`config.mk`:
```
export PLATFORM = sky130hd
export DESIGN_NAME = conv_tile_sched
export DESIGN_NICKNAME = d
export VERILOG_FILES = /design/src/rtl/conv_tile_sched.sv
export SDC_FILE = /design/constraint.sdc
export NUM_CORES = 1
export LEC_CHECK = 0
export BUFFER_PORTS_ARGS = -buffer_cell sky130_fd_sc_hd__buf_2
export CORE_MARGIN = 5
export CORE_UTILIZATION = 40
export CTS_CLUSTER_DIAMETER = 80
export DETAILED_ROUTE_END_ITERATION = 6
export PLACE_DENSITY = 0.65
export SETUP_SLACK_MARGIN = 0.1
export SLEW_MARGIN = 20
export SYNTH_ARGS = -nofsm -noshare
export SYNTH_HDL_FRONTEND = slang
export SYNTH_SLANG_ARGS = --single-unit
export TNS_END_PERCENT = 50
```
`constraint.sdc`:
```
create_clock -name clk -period 16.1 [get_ports clk]
set_input_delay 3.22 -clock clk [delete_from_list [all_inputs] [get_ports clk]]
set_output_delay 3.22 -clock clk [all_outputs]
set_load 0.02 [all_outputs]
```
`src/rtl/conv_tile_sched.sv`:
```
`default_nettype none
// ============================================================================
// Module   : conv_tile_sched
// Purpose  : Loop-nest scheduler for the CONV layer engine. It walks filter
//            groups, output rows and output columns, and issues one job per
//            output pixel to the systolic-array controller over a valid/ready
//            handshake. Each job carries precomputed BRAM base addresses for
//            the input window, the weight group and the output pixel, plus a
//            channel mask.
// Ports    : clk, rst (async, active low), start (pulse, IDLE only)
//            do_ch, di, dc, dkr, dkc, dr_out, dc_out  layer dimensions
//              (the output-channel count is do_ch because "do" is a reserved
//              word)
//            step (stride 1..7), inaddr, waddr, outaddr  layer base addresses
//            job_valid/job_ready  job handshake
//            job_in_addr, job_w_addr, job_out_addr, job_ch_mask, job_last
//            busy (high outside IDLE), done (one-cycle completion pulse)
//            stall_cnt, job_cnt  32-bit counters, only when SCHED_PERF_EN
//            is defined
// Revision : 1.0 - initial release
// ============================================================================
module conv_tile_sched #(
    parameter int COLS       = 4,
    parameter int MEMADDRBIT = 14
) (
    input  logic                  clk,
    input  logic                  rst,
    input  logic                  start,
    input  logic [MEMADDRBIT-1:0] do_ch,
    input  logic [MEMADDRBIT-1:0] di,
    input  logic [MEMADDRBIT-1:0] dc,
    input  logic [MEMADDRBIT-1:0] dkr,
    input  logic [MEMADDRBIT-1:0] dkc,
    input  logic [MEMADDRBIT-1:0] dr_out,
    input  logic [MEMADDRBIT-1:0] dc_out,
    input  logic [2:0]            step,
    input  logic [MEMADDRBIT-1:0] inaddr,
    input  logic [MEMADDRBIT-1:0] waddr,
    input  logic [MEMADDRBIT-1:0] outaddr,
    output logic                  job_valid,
    input  logic                  job_ready,
    output logic [MEMADDRBIT-1:0] job_in_addr,
    output logic [MEMADDRBIT-1:0] job_w_addr,
    output logic [MEMADDRBIT-1:0] job_out_addr,
    output logic [COLS-1:0]       job_ch_mask,
    output logic                  job_last,
    output logic                  busy,
`ifdef SCHED_PERF_EN
    output logic [31:0]           stall_cnt,
    output logic [31:0]           job_cnt,
`endif
    output logic                  done
);

    localparam int                    c_log2_cols = $clog2(COLS);
    localparam logic [MEMADDRBIT-1:0] c_one       = MEMADDRBIT'(1);
    localparam logic [MEMADDRBIT-1:0] c_cols      = MEMADDRBIT'(COLS);

    localparam logic [1:0] c_st_idle    = 2'd0;
    localparam logic [1:0] c_st_precalc = 2'd1;
    localparam logic [1:0] c_st_issue   = 2'd2;
    localparam logic [1:0] c_st_finish  = 2'd3;

    // Bit i is set when filter i of the group exists, i.e. remaining > i.
    function automatic logic [COLS-1:0] mask_of(input logic [MEMADDRBIT-1:0] rem);
        logic [COLS-1:0] m;
        m = '0;
        for (int i = 0; i < COLS; i++) begin
            m[i] = (rem > MEMADDRBIT'(i));
        end
        return m;
    endfunction

    logic [1:0]            r_state;
    logic [MEMADDRBIT-1:0] r_do, r_di, r_dc, r_dkr, r_dkc, r_dr_out, r_dc_out;
    logic [2:0]            r_step;
    logic [MEMADDRBIT-1:0] r_inaddr, r_waddr, r_outaddr;
    logic [MEMADDRBIT-1:0] r_rowstride, r_wgrp, r_ogrp;
    logic [MEMADDRBIT-1:0] r_g_max, r_r_max, r_c_max;
    logic [MEMADDRBIT-1:0] r_g, r_r, r_c;
    logic [MEMADDRBIT-1:0] r_in_row, r_in_cur, r_w_cur, r_out_grp, r_out_cur;
    logic [MEMADDRBIT-1:0] r_rem;
    logic [COLS-1:0]       r_mask;
    logic                  r_job_valid, r_job_last, r_busy, r_done;

    logic [MEMADDRBIT-1:0] w_step_ext, w_rowstride, w_wgrp, w_ogrp, w_g_max;
    logic [MEMADDRBIT-1:0] w_c_inc, w_r_inc, w_g_inc;
    logic [MEMADDRBIT-1:0] w_in_row_next, w_out_grp_next, w_rem_next;
    logic                  w_zero_dim, w_accept, w_c_end, w_r_end, w_g_end;

    // Derived layer constants; products wrap modulo 2^MEMADDRBIT.
    assign w_step_ext  = {{(MEMADDRBIT-3){1'b0}}, r_step};
    assign w_rowstride = w_step_ext * r_dc;
    assign w_wgrp      = c_cols * r_di * r_dkr * r_dkc;
    assign w_ogrp      = c_cols * r_dr_out * r_dc_out;
    // ngroups-1 == (do-1)/COLS for do >= 1; COLS is a power of two.
    assign w_g_max     = (r_do - c_one) >> c_log2_cols;
    assign w_zero_dim  = (r_do == '0) || (r_dr_out == '0) || (r_dc_out == '0);

    assign w_accept       = r_job_valid && job_ready;
    assign w_c_end        = (r_c == r_c_max);
    assign w_r_end        = (r_r == r_r_max);
    assign w_g_end        = (r_g == r_g_max);
    assign w_c_inc        = r_c + c_one;
    assign w_r_inc        = r_r + c_one;
    assign w_g_inc        = r_g + c_one;
    assign w_in_row_next  = r_in_row + r_rowstride;
    assign w_out_grp_next = r_out_grp + r_ogrp;
    assign w_rem_next     = r_rem - c_cols;

    always_ff @(posedge clk or negedge rst) begin
        if (!rst) begin
            r_state     <= c_st_idle;
            r_do        <= '0; r_di     <= '0; r_dc     <= '0; r_dkr <= '0;
            r_dkc       <= '0; r_dr_out <= '0; r_dc_out <= '0; r_step <= '0;
            r_inaddr    <= '0; r_waddr  <= '0; r_outaddr <= '0;
            r_rowstride <= '0; r_wgrp   <= '0; r_ogrp   <= '0;
            r_g_max     <= '0; r_r_max  <= '0; r_c_max  <= '0;
            r_g         <= '0; r_r      <= '0; r_c      <= '0;
            r_in_row    <= '0; r_in_cur <= '0; r_w_cur  <= '0;
            r_out_grp   <= '0; r_out_cur <= '0;
            r_rem       <= '0; r_mask   <= '0;
            r_job_valid <= 1'b0; r_job_last <= 1'b0;
            r_busy      <= 1'b0; r_done     <= 1'b0;
        end else begin
            case (r_state)
                c_st_idle: begin
                    if (start) begin
                        r_do     <= do_ch;  r_di     <= di;     r_dc  <= dc;
                        r_dkr    <= dkr;    r_dkc    <= dkc;    r_dr_out <= dr_out;
                        r_dc_out <= dc_out; r_step   <= step;
                        r_inaddr <= inaddr; r_waddr  <= waddr;  r_outaddr <= outaddr;
                        r_busy   <= 1'b1;
                        r_state  <= c_st_precalc;
                    end
                end
                c_st_precalc: begin
                    r_rowstride <= w_rowstride;
                    r_wgrp      <= w_wgrp;
                    r_ogrp      <= w_ogrp;
                    r_g_max     <= w_g_max;
                    r_r_max     <= r_dr_out - c_one;
                    r_c_max     <= r_dc_out - c_one;
                    r_g         <= '0; r_r <= '0; r_c <= '0;
                    r_in_row    <= r_inaddr; r_in_cur  <= r_inaddr;
                    r_w_cur     <= r_waddr;
                    r_out_grp   <= r_outaddr; r_out_cur <= r_outaddr;
                    r_rem       <= r_do;
                    r_mask      <= mask_of(r_do);
                    if (w_zero_dim) begin
                        r_done  <= 1'b1;
                        r_state <= c_st_finish;
                    end else begin
                        r_job_valid <= 1'b1;
                        r_job_last  <= (w_g_max == '0) && (r_dr_out == c_one) &&
                                       (r_dc_out == c_one);
                        r_state     <= c_st_issue;
                    end
                end
                c_st_issue: begin
                    if (w_accept) begin
                        if (!w_c_end) begin
                            r_c        <= w_c_inc;
                            r_in_cur   <= r_in_cur + w_step_ext;
                            r_out_cur  <= r_out_cur + c_one;
                            r_job_last <= (w_c_inc == r_c_max) && w_r_end && w_g_end;
                        end else if (!w_r_end) begin
                            r_c        <= '0;
                            r_r        <= w_r_inc;
                            r_in_row   <= w_in_row_next;
                            r_in_cur   <= w_in_row_next;
                            r_out_cur  <= r_out_cur + c_one;
                            r_job_last <= (r_c_max == '0) && (w_r_inc == r_r_max) && w_g_end;
                        end else if (!w_g_end) begin
                            r_c        <= '0;
                            r_r        <= '0;
                            r_g        <= w_g_inc;
                            r_in_row   <= r_inaddr;
                            r_in_cur   <= r_inaddr;
                            r_w_cur    <= r_w_cur + r_wgrp;
                            r_out_grp  <= w_out_grp_next;
                            r_out_cur  <= w_out_grp_next;
                            r_rem      <= w_rem_next;
                            r_mask     <= mask_of(w_rem_next);
                            r_job_last <= (r_c_max == '0) && (r_r_max == '0) &&
                                          (w_g_inc == r_g_max);
                        end else begin
                            r_job_valid <= 1'b0;
                            r_job_last  <= 1'b0;
                            r_done      <= 1'b1;
                            r_state     <= c_st_finish;
                        end
                    end
                end
                c_st_finish: begin
                    r_done  <= 1'b0;
                    r_busy  <= 1'b0;
                    r_state <= c_st_idle;
                end
                default: r_state <= c_st_idle;
            endcase
        end
    end

    assign job_valid    = r_job_valid;
    assign job_in_addr  = r_in_cur;
    assign job_w_addr   = r_w_cur;
    assign job_out_addr = r_out_cur;
    assign job_ch_mask  = r_mask;
    assign job_last     = r_job_last;
    assign busy         = r_busy;
    assign done         = r_done;

`ifdef SCHED_PERF_EN
    logic [31:0] r_stall_cnt, r_job_cnt;

    always_ff @(posedge clk or negedge rst) begin
        if (!rst) begin
            r_stall_cnt <= '0;
            r_job_cnt   <= '0;
        end else if ((r_state == c_st_idle) && start) begin
            r_stall_cnt <= '0;
            r_job_cnt   <= '0;
        end else begin
            if (r_job_valid && !job_ready) r_stall_cnt <= r_stall_cnt + 32'd1;
            if (w_accept)                  r_job_cnt   <= r_job_cnt + 32'd1;
        end
    end

    assign stall_cnt = r_stall_cnt;
    assign job_cnt   = r_job_cnt;
`endif

endmodule
`default_nettype wire
```
After elaboration in Yosys (flattened, before gate mapping) --
Cells that the tools add are included.
Storage, ports and cells: flip-flop bits (word level) 355, latch bits 0, RAM bits 0, ROM bits 0, memories 0
Cells by class: $add $sub $neg 12, multiply operators 4, divide/modulo/power cells 0, order comparisons 8, equality and inequality tests 21, shift operators 0, multiplexer cells 73, bitwise logic cells 0, reductions and logical operators 30
Operators with widths (number):
- 14-bit two-way mux | 32
- 14-bit one-hot mux with 2 select lines | 9
- 14-bit zero test | 6
- 14-bit by 1-bit adder with 14-bit output, second input constant | 4
- 14-bit equality test | 4
- 14-bit by 1-bit > comparator with 1-bit output, second input constant | 4
- 14-bit by 2-bit > comparator with 1-bit output, second input constant | 4
- 14-bit adder | 3
- 12-bit by 14-bit multiplier with 12-bit output | 3
- 14-bit by 1-bit subtractor with 14-bit output, second input constant | 3
- 14-bit by 1-bit equality test with 1-bit output, second input constant | 2
- 14-bit by 12-bit equality test with 1-bit output | 2
- 1-bit two-way mux | 17
- 4-bit two-way mux | 4
- 2-bit inequality test, second input constant | 8
- 14-bit by 3-bit adder with 14-bit output | 1
- 3-bit by 14-bit multiplier with 14-bit output | 1
- 14-bit by 3-bit subtractor with 14-bit output, second input constant | 1
- 6-bit AND reduction | 2
- 2-bit two-way mux | 5
- 5-bit AND reduction | 2
- 1-bit logical AND | 9
- 2-bit one-hot mux with 4 select lines | 1
- 4-bit one-hot mux with 2 select lines | 1
- 13 further kinds | 20

Longest topological paths before layout --
Gate-level depths: netlist (run 1).
depth after elaboration 8, depth in mapped cells 32, mapped depth without buffers 31

Worst setup path before layout (run 1) --
OpenSTA, ideal clock, no wires.
kind reg2reg, start point register r_di[0], end point register r_wgrp[13], arrival time 7.707 ns, path slack 8.269 ns, stages on the path, launching flop included 33, cell sequence dfrtp_1 -> clkbuf_1 -> nand2_1 -> fa_1 -> inv_1 -> ha_1 -> ha_1 -> inv_1 -> fa_1 -> inv_1 -> ha_1 -> fa_1 -> a21o_1 -> a21oi_1 -> xnor2_1 -> and2_1 -> fa_1 -> inv_1 -> fa_1 -> inv_1 -> fa_1 -> fa_1 -> inv_1 -> fa_1 -> xor2_1 -> xnor2_1 -> xnor2_1 -> xnor2_1 -> xnor2_1 -> xnor2_1 -> xnor2_1 -> xnor3_1 -> mux2_2
On the way: word-level cells in the longest chain between the ends 2
Ends and longest elaborated chain:
- start, declared | line 75 | logic [MEMADDRBIT-1:0] r_do, r_di, r_dc, r_dkr, r_dkc, r_dr_out, r_dc_out;
- start signal, assigned | line 114 | r_do <= '0; r_di <= '0; r_dc <= '0; r_dkr <= '0;
- start signal, assigned | line 129 | r_do <= do_ch; r_di <= di; r_dc <= dc;
- 12-bit by 14-bit multiplier with 12-bit output (2 in a row) | line 94 | assign w_wgrp = c_cols * r_di * r_dkr * r_dkc;
- end signal, assigned | line 139 | r_wgrp <= w_wgrp;
- end, declared | line 78 | logic [MEMADDRBIT-1:0] r_rowstride, r_wgrp, r_ogrp;
Every way passes these cells. A chain may end at the register's enable or synchronous reset.

Final worst setup path (run 1) --
Ends and elaborated chain as after synthesis.

==> results of run 1 <==
routing by layer:
layer	global-route usage (%)	vias up
met5	0	-
met4	5.12	4
met3	4.10	100
met2	30.6	489
met1	26.2	9835
li1	-	9805
cells in the mapped netlist (12+ instances only):
cell type,count
nand2_1,395
dfrtp_1,351
inv_1,273
mux2_2,166
nor2_1,160
ha_1,152
xnor2_1,151
fa_1,133
a21oi_1,123
clkbuf_1,123
o21ai_0,103
and2_1,96
xor2_1,79
nand3_1,62
nor3_1,51
o21ai_1,35
a31oi_1,31
and3_1,24
nor4_1,24
a21o_1,23
nor2b_1,21
o31ai_1,21
nand4_1,17
a211oi_1,16
mux2i_1,14
o211ai_1,13
or3_1,13
a22oi_1,12
layout make-up:
cell class	count	area, um2
fillers	6356	36000
flip-flops and latches	351	8780
clock buffers	59	1290
multi-input cells	2080	15900
well taps	864	1080
diodes	2	5.00
repair buffers	211	1120
clock inverters	19	215
inverters	274	1030
kinds of logic after synthesis:
family                   Yosys count  share of synthesized area (%)
multiplexers                     181                           7.70
XOR/XNOR                         233                           7.94
AND/OR/NAND/NOR                  910                           16.2
AO/OA/AOI/OAI                    471                           11.2
buffers and inverters            420                           6.16
flip-flops                       351                           33.5
adder cells (fa/ha/maj)          285                           17.4
worst reg2reg max path: cells and delay by family (launching register included):
| family | cells | cell delay, ns |
|---|---|---|
| compound gates | 2 | 0.45 |
| flops | 1 | 0.70 |
| buf+inv | 6 | 0.35 |
| fa+ha+maj | 11 | 4.43 |
| simple gates | 2 | 0.36 |
| xor+xnor | 9 | 1.76 |
| mux | 1 | 0.28 |
worst max path at each step:
| stage | start | endpoint |
|---|---|---|
| final | r_di[0]$_DFFE_PN0P_ | r_wgrp[13]$_DFFE_PN0N_ |
| after global routing | r_di[0]$_DFFE_PN0P_ | r_wgrp[13]$_DFFE_PN0N_ |
| after CTS | r_di[0]$_DFFE_PN0P_ | r_wgrp[13]$_DFFE_PN0N_ |
| after detailed placement | r_di[0]$_DFFE_PN0P_ | r_wgrp[13]$_DFFE_PN0N_ |
| after global placement | r_di[0]$_DFFE_PN0P_ | r_wgrp[13]$_DFFE_PN0N_ |
| after floorplan | r_di[0]$_DFFE_PN0P_ | r_wgrp[13]$_DFFE_PN0N_ |
per-stage QoR:
stage          instance area [um2]  cells  utilization [%]
4_1_cts                      29400   3858             45.0
3_3_place_gp                 27900   3780             42.7
3_5_place_dp                 27900   3780             42.7
6_report                     29400   3860             45.0
2_1_floorplan                26200   2851                -
5_1_grt                      29400   3858             45.0
==> summary by stage, run 1 <==
Synth
Synthesis produced a netlist with a net count of around 3.3k. The synthesized instance count is between 2k and 3k. By area the synthesized netlist is led by dfrtp_1, fa_1, ha_1. Dividing the synthesized area by the synthesized cell count gives a little over 9 um2. Summed over all instances, the cell type with the most area after synthesis is dfrtp_1. The netlist uses 74 different library cells.

Synthesis inferred ~350 register bits. The summed instance area of the synthesized netlist is roughly 26000 um2. Yosys mapped a number of flops with a built-in enable equal to 0. Summed over its instances, the top area cell type makes up between 30 and 40% of the synthesized netlist area.

The share of synthesized registers carrying an async set or reset is 100%. The count of synthesis-stage warnings from yosys is 0. The most used flip-flop cell after synthesis is dfrtp_1.

The sequential element share of the synthesized area is between 30% and 40%.

Timing
Based on the critical path, the design can be clocked at up to between 0.1 and 0.15 GHz. Setup slack on the critical path of the routed design comes to around 7.6 ns. For the final routed database, the setup TNS stands at 0 ns.

Clock skew on the completed layout was measured at approximately 0.022 ns. The smallest clock period supported by the final layout is computed as roughly 8.5 ns. The final hold violation count is 0. The share of the cycle needed by the critical path after routing is between 50% and 60%. The worst hold slack is roughly 0.47 ns. The number of slew-limit violations in the final report is 0. Measured against its own limit, the worst slew margin works out to 28.0%. The number of endpoints failing setup at the final stage is 0. Setup repair after global routing left no endpoint under its margin. At the pin with the least slew margin, the transition time is ~1.1 ns.

Clock tree
Once the clock tree was built, the setup fixing pass inserted 0 buffers. The total of hold buffers inserted after clock tree synthesis is 0. The number of gates given a new drive strength after cts is 0. The maximum number of buffers from clock root to sink is 3. Clock tree synthesis inserted a total of between 40 and 50 buffers. TritonCTS built the clock tree.

The clock-pin slew reported for the worst setup and hold paths after clock tree synthesis is 0.06 ns. Clock tree synthesis found a total of 351 sinks. The deepest level of the CTS H-tree is 2. The clock root buffer is clkbuf_16.

The insertion delay to the later sink of the worst-skew pair is roughly 0.57 ns.

Die
The floorplan step defined a die boundary enclosing approximately 71000 um2. The floorplan step defined a core boundary enclosing between 60000 and 70000 um2. The vertical die dimension is 266 um. In this run the horizontal extent of the chip is 266 um.

Once the floorplan was initialized, standard cells occupied between 40 and 50% of the core. The floorplan has 94 rows. For this design the top-level I/O count stands at between 150 and 200.

Routing
The starting DRC count in detailed routing is 1237. For this run, design rule violations remaining after detail routing come to 0. The iteration count of the initial detailed-routing pass is 6. The count of nets left with antenna violations once routing finished came out at 0.

After detailed routing, no signal wire sits above met5. For this block, the routed nets add up to 67600 um of wire. The wire length per cell is around 18 um. In the detailed route, the total length drawn on met3 is about 4300 um. The routed metal-1 wire length is between 30000 and 40000 um. The via count is around 20k.

The post-detailed-route via-to-cell ratio is roughly 5.2. The total length of routed met2 wires is 31000 um.

Run status
The flow ran to the end, and the final reports show no timing, DRC or antenna violations.

Setup path
In this run the critical register-to-register path is launched from r_di[0]$_DFFE_PN0P_. The critical path depth in cells is 31. The depth of the worst register-to-register path is 31.

Data arrives at the worst endpoint at 8.91 ns. The required time of the critical path is between 15 and 20 ns. The path type of the worst setup path is reg2reg.

The slowest stage of the critical path belongs to the cell dfrtp_1. The library cell appearing most often on the critical path is fa_1. In this run the critical register-to-register path is captured at r_wgrp[13]$_DFFE_PN0N_. The cell family with the largest share of critical-path delay is adder cells. The capturing element type of the critical path is a flip-flop.

The longest individual stage delay on the worst path is around 0.70 ns. Together, buffers and inverters on the worst path number 6. The worst register-to-register path has a setup slack of about 7.6 ns. STA classifies the critical path startpoint as a flip-flop.

The maximum net fanout on the critical path is 15.

Hold path
In this run the worst hold path is classified as reg2reg. In this run the most critical hold path is launched from r_out_grp[1]$_DFFE_PN0P_. The sink of the worst hold path is r_out_grp[1]$_DFFE_PN0P_. The worst hold path was traced through 2 stages.

Placement
Timing analysis after detailed placement gives a worst setup slack of about 7.6 ns. The number of I/O port buffers is 190. Routability-driven placement finished with a final weighted congestion of about 0.88.

The detailed-placement wirelength estimate is about 50000 um.

GRT
The via count of the first global-routing pass is 20.2k. The initial antenna violation count came to 5. In the global route stage, overall resource usage came out at about a fifth.

Entering global routing, the biggest net connects approximately 110 pins. The total overflow left after global routing is 0. The first global-routing pass estimated 110000 um of wire.

Cells and area
From synthesis to final layout, the design area changed by 12.1%. Cells with a size suffix above 1 make up around 16% of the layout. In the layout the commonest cells are nand2_1, dfrtp_1, inv_1, buf_2, mux2_2. In the final design database the tool counted 3392 nets.

The library cell used most frequently in the layout, excluding fill and tap cells, is nand2_1.

Run
The count of maximum capacitance violations is 0.
Power of run 1 is left out: the tool's default activity adds up to more than one toggle a clock period on the data nets, which glitch-free logic cannot reach.
==> run 2, diff against run 1 <==
PLACE_DENSITY = 0.67   (was 0.65)
clock period = 6.95 ns   (was 16.1 ns; I/O delays follow)
==> run 2 against run 1 <==
Against the previous run: sequential share of layout area down 0.91 points; via count increased by 2.0%; flip-flop and latch count unchanged; global-route usage grew 0.12 points; worst setup slack worse by 8.1 ns; final area increased by 3.3%; worst hold slack worse by 0.0035 ns; non-clock buffer count rose by 68; the flow now finishes with violations (DRC, setup timing); fmax increased by 14%; clock skew rose by 0.0077 ns; utilization up 1.5 points; critical endpoint unchanged; count of clock-buffer cells in the layout fell by 2.
==> summary by stage, run 2 (same netlist as run 1, synthesis figures left out) <==
Timing
The worst hold slack is 0.464 ns (-0.00346 ns). The smallest setup slack after layout came to -0.450 ns (-8.09 ns). The number of slew-limit violations in the final report came to 0 (unchanged).

The max-slew headroom at the worst pin is 33.3% (+5.3 points). The final hold violation count is 0 (unchanged). Setup repair after global routing could not meet its margin everywhere. The actual slew at the worst max-slew pin came to 1.00 ns (-0.0799 ns).

The highest attainable clock frequency is 0.135 GHz (+14%). The post-route setup TNS came to -0.450 ns (-0.450 ns). The share of the cycle needed by the critical path after routing came to 106% (+54 points).

The shortest clock period the worst path allows after layout is 7.40 ns (-1.06 ns). The number of endpoints failing setup at the final stage came to 1 (+1). The largest clock skew in the final design is 0.0297 ns (+0.00774 ns).

Hold path
The launch instance of the worst min-delay path is job_w_addr[1]$_DFFE_PN0P_. In this run the worst hold path is classified as reg2reg. The worst hold path cell count is 2 (unchanged). The path with the worst hold slack has its endpoint at job_w_addr[1]$_DFFE_PN0P_.

Run
The count of maximum capacitance violations is 0 (unchanged).

Routing
The via count is 20.6k (+2.0%). The post-detailed-route via-to-cell ratio came to 5.25 (+0.15%). The starting DRC count in detailed routing is 1322 (+6.9%).

The total DRC errors in the routed layout is 1 (+1). The wire length per cell is 17.5 um (-0.13%). The total detailed-routing wirelength was 68800 um (+1.7%).

The iteration count of the initial detailed-routing pass is 7 (+1). The post-detailed-route count of antenna-violating nets came to 0 (unchanged).

Cells and area
The post-layout net count came to 3461 (+2.0%). The filler cell count is 6304 (-0.82%). The multi-input logic area is 16200 um2 (+2.2%). The area growth from synthesis to layout is 15.7%. The library cells used most frequently in the layout, excluding fill and tap cells, are nand2_1, dfrtp_1, inv_1, buf_2, mux2_2. The share of final-layout standard cells stronger than drive strength 1 is 20.0% (+4.0 points). The most common cell after layout, fill and taps aside is nand2_1.

The sequential cell area in the final layout is 8790 um2 (+0.13%).

Die
The die area is 70800 um2 (unchanged). The top-level port count is 197 (unchanged). The core outline area came to 65400 um2 (unchanged). The initial standard-cell utilization of the core came to 40.1% (unchanged).

The floorplan row count came to 94 (unchanged). The vertical die dimension came to 266 um (unchanged). The die boundary width is 266 um (unchanged).

Run status
The checks that failed: DRC, setup timing. The run finished, with violations left.

Setup path
STA classifies the critical path endpoint as a flip-flop. The path type of the worst setup path is reg2reg. The critical path launch point type is a flip-flop.

The register-to-register setup slack was -0.45 ns (-8.09 ns). The required time of the critical path is 7.42 ns (-9.14 ns). The terminus of the critical flop-to-flop path is r_wgrp[13]$_DFFE_PN0N_. The endpoint arrival time on the critical path was 7.87 ns (-1.04 ns). The library cell appearing most often on the critical path is fa_1. The count of buffer and inverter cells on the critical path is 5 (-1).

The maximum net fanout on the critical path is 8 (-7). The origin of the worst setup path is r_di[4]$_DFFE_PN0P_. The depth of the worst register-to-register path was 29 (-6.5%). The longest individual stage delay on the worst path came to 0.50 ns (-0.20 ns). The slowest stage of the critical path belongs to the cell fa_1. The reg-to-reg critical path startpoint is r_di[4]$_DFFE_PN0P_. In this design, the largest share of critical-path delay is due to adder cells.

Clock tree
In this run the clock root is driven by a clkbuf_16. The total of hold buffers inserted after clock tree synthesis is 0 (unchanged). The clock-pin slew reported for the worst setup and hold paths after clock tree synthesis was 0.06 ns (about the same). The maximum number of buffers from clock root to sink is 3 (unchanged). The CTS tree is built. The insertion delay to the later sink of the worst-skew pair is 0.59 ns (+0.02 ns). The number of sinks driven by the clock tree is 351 (unchanged). The number of buffers inserted during clock tree synthesis is 43 (+2.4%). The deepest level of the CTS H-tree was 2 (unchanged).

GRT
The sum of overflow across all layers after global routing is 0 (unchanged). The first-pass GRT wire length is 111000 um (+0.47%). The initial antenna violation count is 7 (+2). The via count of the first global-routing pass is 20.5k (+1.5%). The global router's overall resource usage is 19.1% (+0.12 points).

The maximum number of pins on one net before global-route repair is 145 (+29%).

Placement
The detailed-placement wirelength estimate is 50200 um (+1.4%). The final estimated routing congestion in global placement is 0.890 (+1.5%). The number of I/O port buffers is 190 (unchanged).
==> run 2: worst reg2reg max path, delay by kind of cell, from the launching register on <==
kind,cells,cell delay [ns]
buffers and inverters,5,0.24
DFF,1,0.47
adders and majority gates,11,4.31
AOI/OAI and AO/OA,1,0.18
and+or+nand+nor,2,0.36
muxes,1,0.26
xor gates and xnor gates,9,1.47
==> run 2: worst max path at each step <==
stage,slack [ns],end,cells after the start
final,-0.45,r_wgrp[13]$_DFFE_PN0N_,29
after global placement,-0.60,r_wgrp[13]$_DFFE_PN0N_,28
after floorplan,-0.37,r_wgrp[13]$_DFFE_PN0N_,30
after detailed placement,-0.69,r_wgrp[13]$_DFFE_PN0N_,28
after CTS,-0.48,r_wgrp[13]$_DFFE_PN0N_,29
after global routing,-0.80,r_wgrp[13]$_DFFE_PN0N_,29
==> run 2: final cells by class <==
class,instances,area share [%]
repair buffers,279,5.60
clock buffers,57,3.91
clock inverters,23,1.11
multi-input cells,2080,53.4
well taps,864,3.56
inverters,274,3.39
diodes,4,0.0330
flip-flops and latches,351,29.0
==> run 2: per-stage QoR <==
stage                     setup slack (ns)  area (um2)  std cells  utilization (%)
after floorplan                     -0.373       26400       2851                -
after global placement              -0.603       28400       3838             43.5
after detailed placement            -0.691       28400       3838             43.5
after CTS                           -0.479       30200       3926             46.2
after global routing                -0.803       30400       3929             46.4
final                               -0.450       30400       3932             46.4
==> run 2: repair_timing <==
action / CTS / global route
pin swaps: 48 / 23
endpoints found under the setup margin: 4 / 4
resized for setup: 46 / 26
setup buffers: 8 / 2
==> run 2: per-layer routing <==
metal	track usage, %	up-vias	part of all wire [%]
met4	4.95	6	2.4
met3	3.93	101	6.2
met2	31.1	470	46
met5	0	-	0.077
li1	-	9952	-
met1	26.3	10100	45
Power of run 2 is left out for the same reason.
==> run 3, diff against run 2 <==
SKIP_LAST_GASP = 1   (was default)
==> run 3 against run 2 <==
Against the previous run: the flow finishes with violations (setup timing); via count up 0.50%; final cell count unchanged; register-to-register slack about the same; routed wire length about the same; count of clock-buffer cells in the layout unchanged; sequential share of layout area about the same; clock skew down 0.0011 ns; critical path depth unchanged; worst setup slack worse by 0.0044 ns; die area unchanged; global-route usage unchanged; final area about the same; critical path type unchanged; critical endpoint unchanged.
==> summary by stage, run 3 (same netlist as run 1, synthesis figures left out) <==
Run status
The flow ran to the end, but the final reports show violations. The checks that failed: setup timing.

Die
The floorplan row count was 94 (unchanged). The die area came to 70800 um2 (unchanged). The die boundary width is 266 um (unchanged). The top-level port count came to 197 (unchanged).

The core outline area is 65400 um2 (unchanged). The initial standard-cell utilization of the core came to 40.1% (unchanged). The vertical die dimension was 266 um (unchanged).

Clock tree
The deepest level of the CTS H-tree is 2 (unchanged). The root buffer cell chosen for the clock tree is clkbuf_16. The number of sinks driven by the clock tree was 351 (unchanged). The maximum number of buffers from clock root to sink is 3 (unchanged).

The clock-pin slew reported for the worst setup and hold paths after clock tree synthesis is 0.06 ns (about the same). The total of hold buffers inserted after clock tree synthesis came to 0 (unchanged). The number of buffers inserted during clock tree synthesis was 43 (unchanged). The CTS tree is built. The insertion delay to the later sink of the worst-skew pair came to 0.58 ns (about the same).

Timing
The post-route setup TNS is -0.454 ns (-0.00440 ns). The shortest clock period the worst path allows after layout is 7.40 ns (+0.00440 ns). The number of slew-limit violations in the final report is 0 (unchanged). The max-slew headroom at the worst pin is 33.4% (+0.14 points).

The highest attainable clock frequency is 0.135 GHz (about the same). The worst hold slack is 0.464 ns (+0.00000100 ns). The actual slew at the worst max-slew pin was 0.999 ns (-0.00207 ns). The smallest setup slack after layout is -0.454 ns (-0.00440 ns). The final hold violation count is 0 (unchanged). The largest clock skew in the final design is 0.0287 ns (-0.00106 ns). Setup repair after global routing could not meet its margin everywhere.

The number of endpoints failing setup at the final stage is 1 (unchanged). The share of the cycle needed by the critical path after routing is 107% (about the same).

Setup path
The most numerous cell type found on the critical path is fa_1. The slowest cell on the critical path is fa_1. The origin of the worst setup path is r_di[4]$_DFFE_PN0P_. The critical path launch point type is a flip-flop. The endpoint arrival time on the critical path is 7.87 ns (about the same). The reg-to-reg critical path startpoint is r_di[4]$_DFFE_PN0P_.

The worst setup path is of the reg2reg kind. The maximum net fanout on the critical path came to 8 (unchanged). The longest individual stage delay on the worst path was 0.50 ns (about the same). The required time of the critical path came to 7.42 ns (about the same).

The capturing element type of the critical path is a flip-flop.

GRT
The initial antenna violation count is 7 (unchanged). The via count of the first global-routing pass is 20.5k (unchanged). The global router's overall resource usage is 19.1% (unchanged). The sum of overflow across all layers after global routing is 0 (unchanged). The first-pass GRT wire length is 111000 um (unchanged). The maximum number of pins on one net before global-route repair is 145 (unchanged).

Cells and area
The sequential cell area in the final layout is 8790 um2 (unchanged). The post-layout net count was 3461 (unchanged). The share of final-layout standard cells stronger than drive strength 1 came to 20.0% (-0.065 points). Leaving out fill and tap cells, the most frequent cell in the layout is nand2_1. The area growth from synthesis to final layout is 15.7% (about the same). The library cells used most frequently in the layout, excluding fill and tap cells, are nand2_1, dfrtp_1, inv_1, buf_2, mux2_2. The filler cell count is 6305 (+0.016%). The multi-input logic area came to 16200 um2 (about the same).

The non-filler instance count after layout is 3932 (unchanged).

Placement
The number of placed cells counting well taps is 3838 (unchanged). The detailed-placement wirelength estimate is 50200 um (unchanged). The number of I/O port buffers is 190 (unchanged). The final estimated routing congestion in global placement is 0.890 (unchanged).

Routing
The post-detailed-route count of antenna-violating nets is 0 (unchanged). The iteration count of the initial detailed-routing pass was 5 (-2). The wire length per cell is 17.5 um (about the same). The post-detailed-route via-to-cell ratio is 5.28 (+0.50%).

The total DRC errors in the routed layout is 0 (-1). The total detailed-routing wirelength came to 68800 um (about the same). The via count is 20.7k (+0.50%). The starting DRC count in detailed routing is 1335 (+0.98%).

Hold path
The worst hold path belongs to the class reg2reg. The worst hold path begins at job_w_addr[1]$_DFFE_PN0P_.

Run
The count of maximum capacitance violations came to 0 (unchanged).
## run 3: layer usage
metal  track usage, %  wire, um  up-vias
met5                0        53        -
met4             4.95      1710        6
met3             3.93      4470      107
met2             31.1     31800      511
met1             26.3     30800    10200
li1                 -         -     9948
## run 3: stage by stage
step | setup WS, ns | utilization, % | instance area (um2)
floorplan | -0.373 | - | 26400
global placement | -0.603 | 43.5 | 28400
detailed placement | -0.691 | 43.5 | 28400
CTS | -0.479 | 46.2 | 30200
global route | -0.803 | 46.4 | 30400
finish | -0.454 | 46.4 | 30400
## run 3: worst max-delay path: cells and delay by family, from the launching register on
kind,cells,cell delay (ns)
adders and majority gates,11,4.31
xor gates and xnor gates,9,1.47
DFF,1,0.47
and+or+nand+nor,2,0.36
muxes,1,0.26
buffers and inverters,5,0.24
AOI/OAI and AO/OA,1,0.17
## run 3: worst paths after layout
path | to | slack (ns) | cells after the start
worst max-delay path | r_wgrp[13]$_DFFE_PN0N_ | -0.45 | 29
worst min-delay path | job_w_addr[1]$_DFFE_PN0P_ | 0.46 | 2
worst max register to register | r_wgrp[13]$_DFFE_PN0N_ | -0.45 | 29
worst min register to register | job_w_addr[1]$_DFFE_PN0P_ | 0.46 | 2
max in group asynchronous | r_inaddr[13]$_DFFE_PN0P_ | 4.81 | 2
min in group asynchronous | r_do[4]$_DFFE_PN0P_ | 0.83 | 1
## run 3: what timing repair did
action / 4_1_cts / 5_1_grt
gates resized for setup: 46 / 22
cloned: 0 / 0
setup buffers: 8 / 2
endpoints found under the setup margin: 4 / 4
hold endpoints to repair: 0 / 0
pin swaps: 48 / 21
## run 3: cell type report
| type | instances | share of cell area, % |
|---|---|---|
| multi-input cells | 2080 | 53.4 |
| flip-flops and latches | 351 | 29.0 |
| repair buffers | 279 | 5.60 |
| clock buffers | 57 | 3.92 |
| well taps | 864 | 3.56 |
| inverters | 274 | 3.39 |
| clock inverters | 23 | 1.11 |
| diodes | 4 | 0.0330 |
Power of run 3 is left out for the same reason.
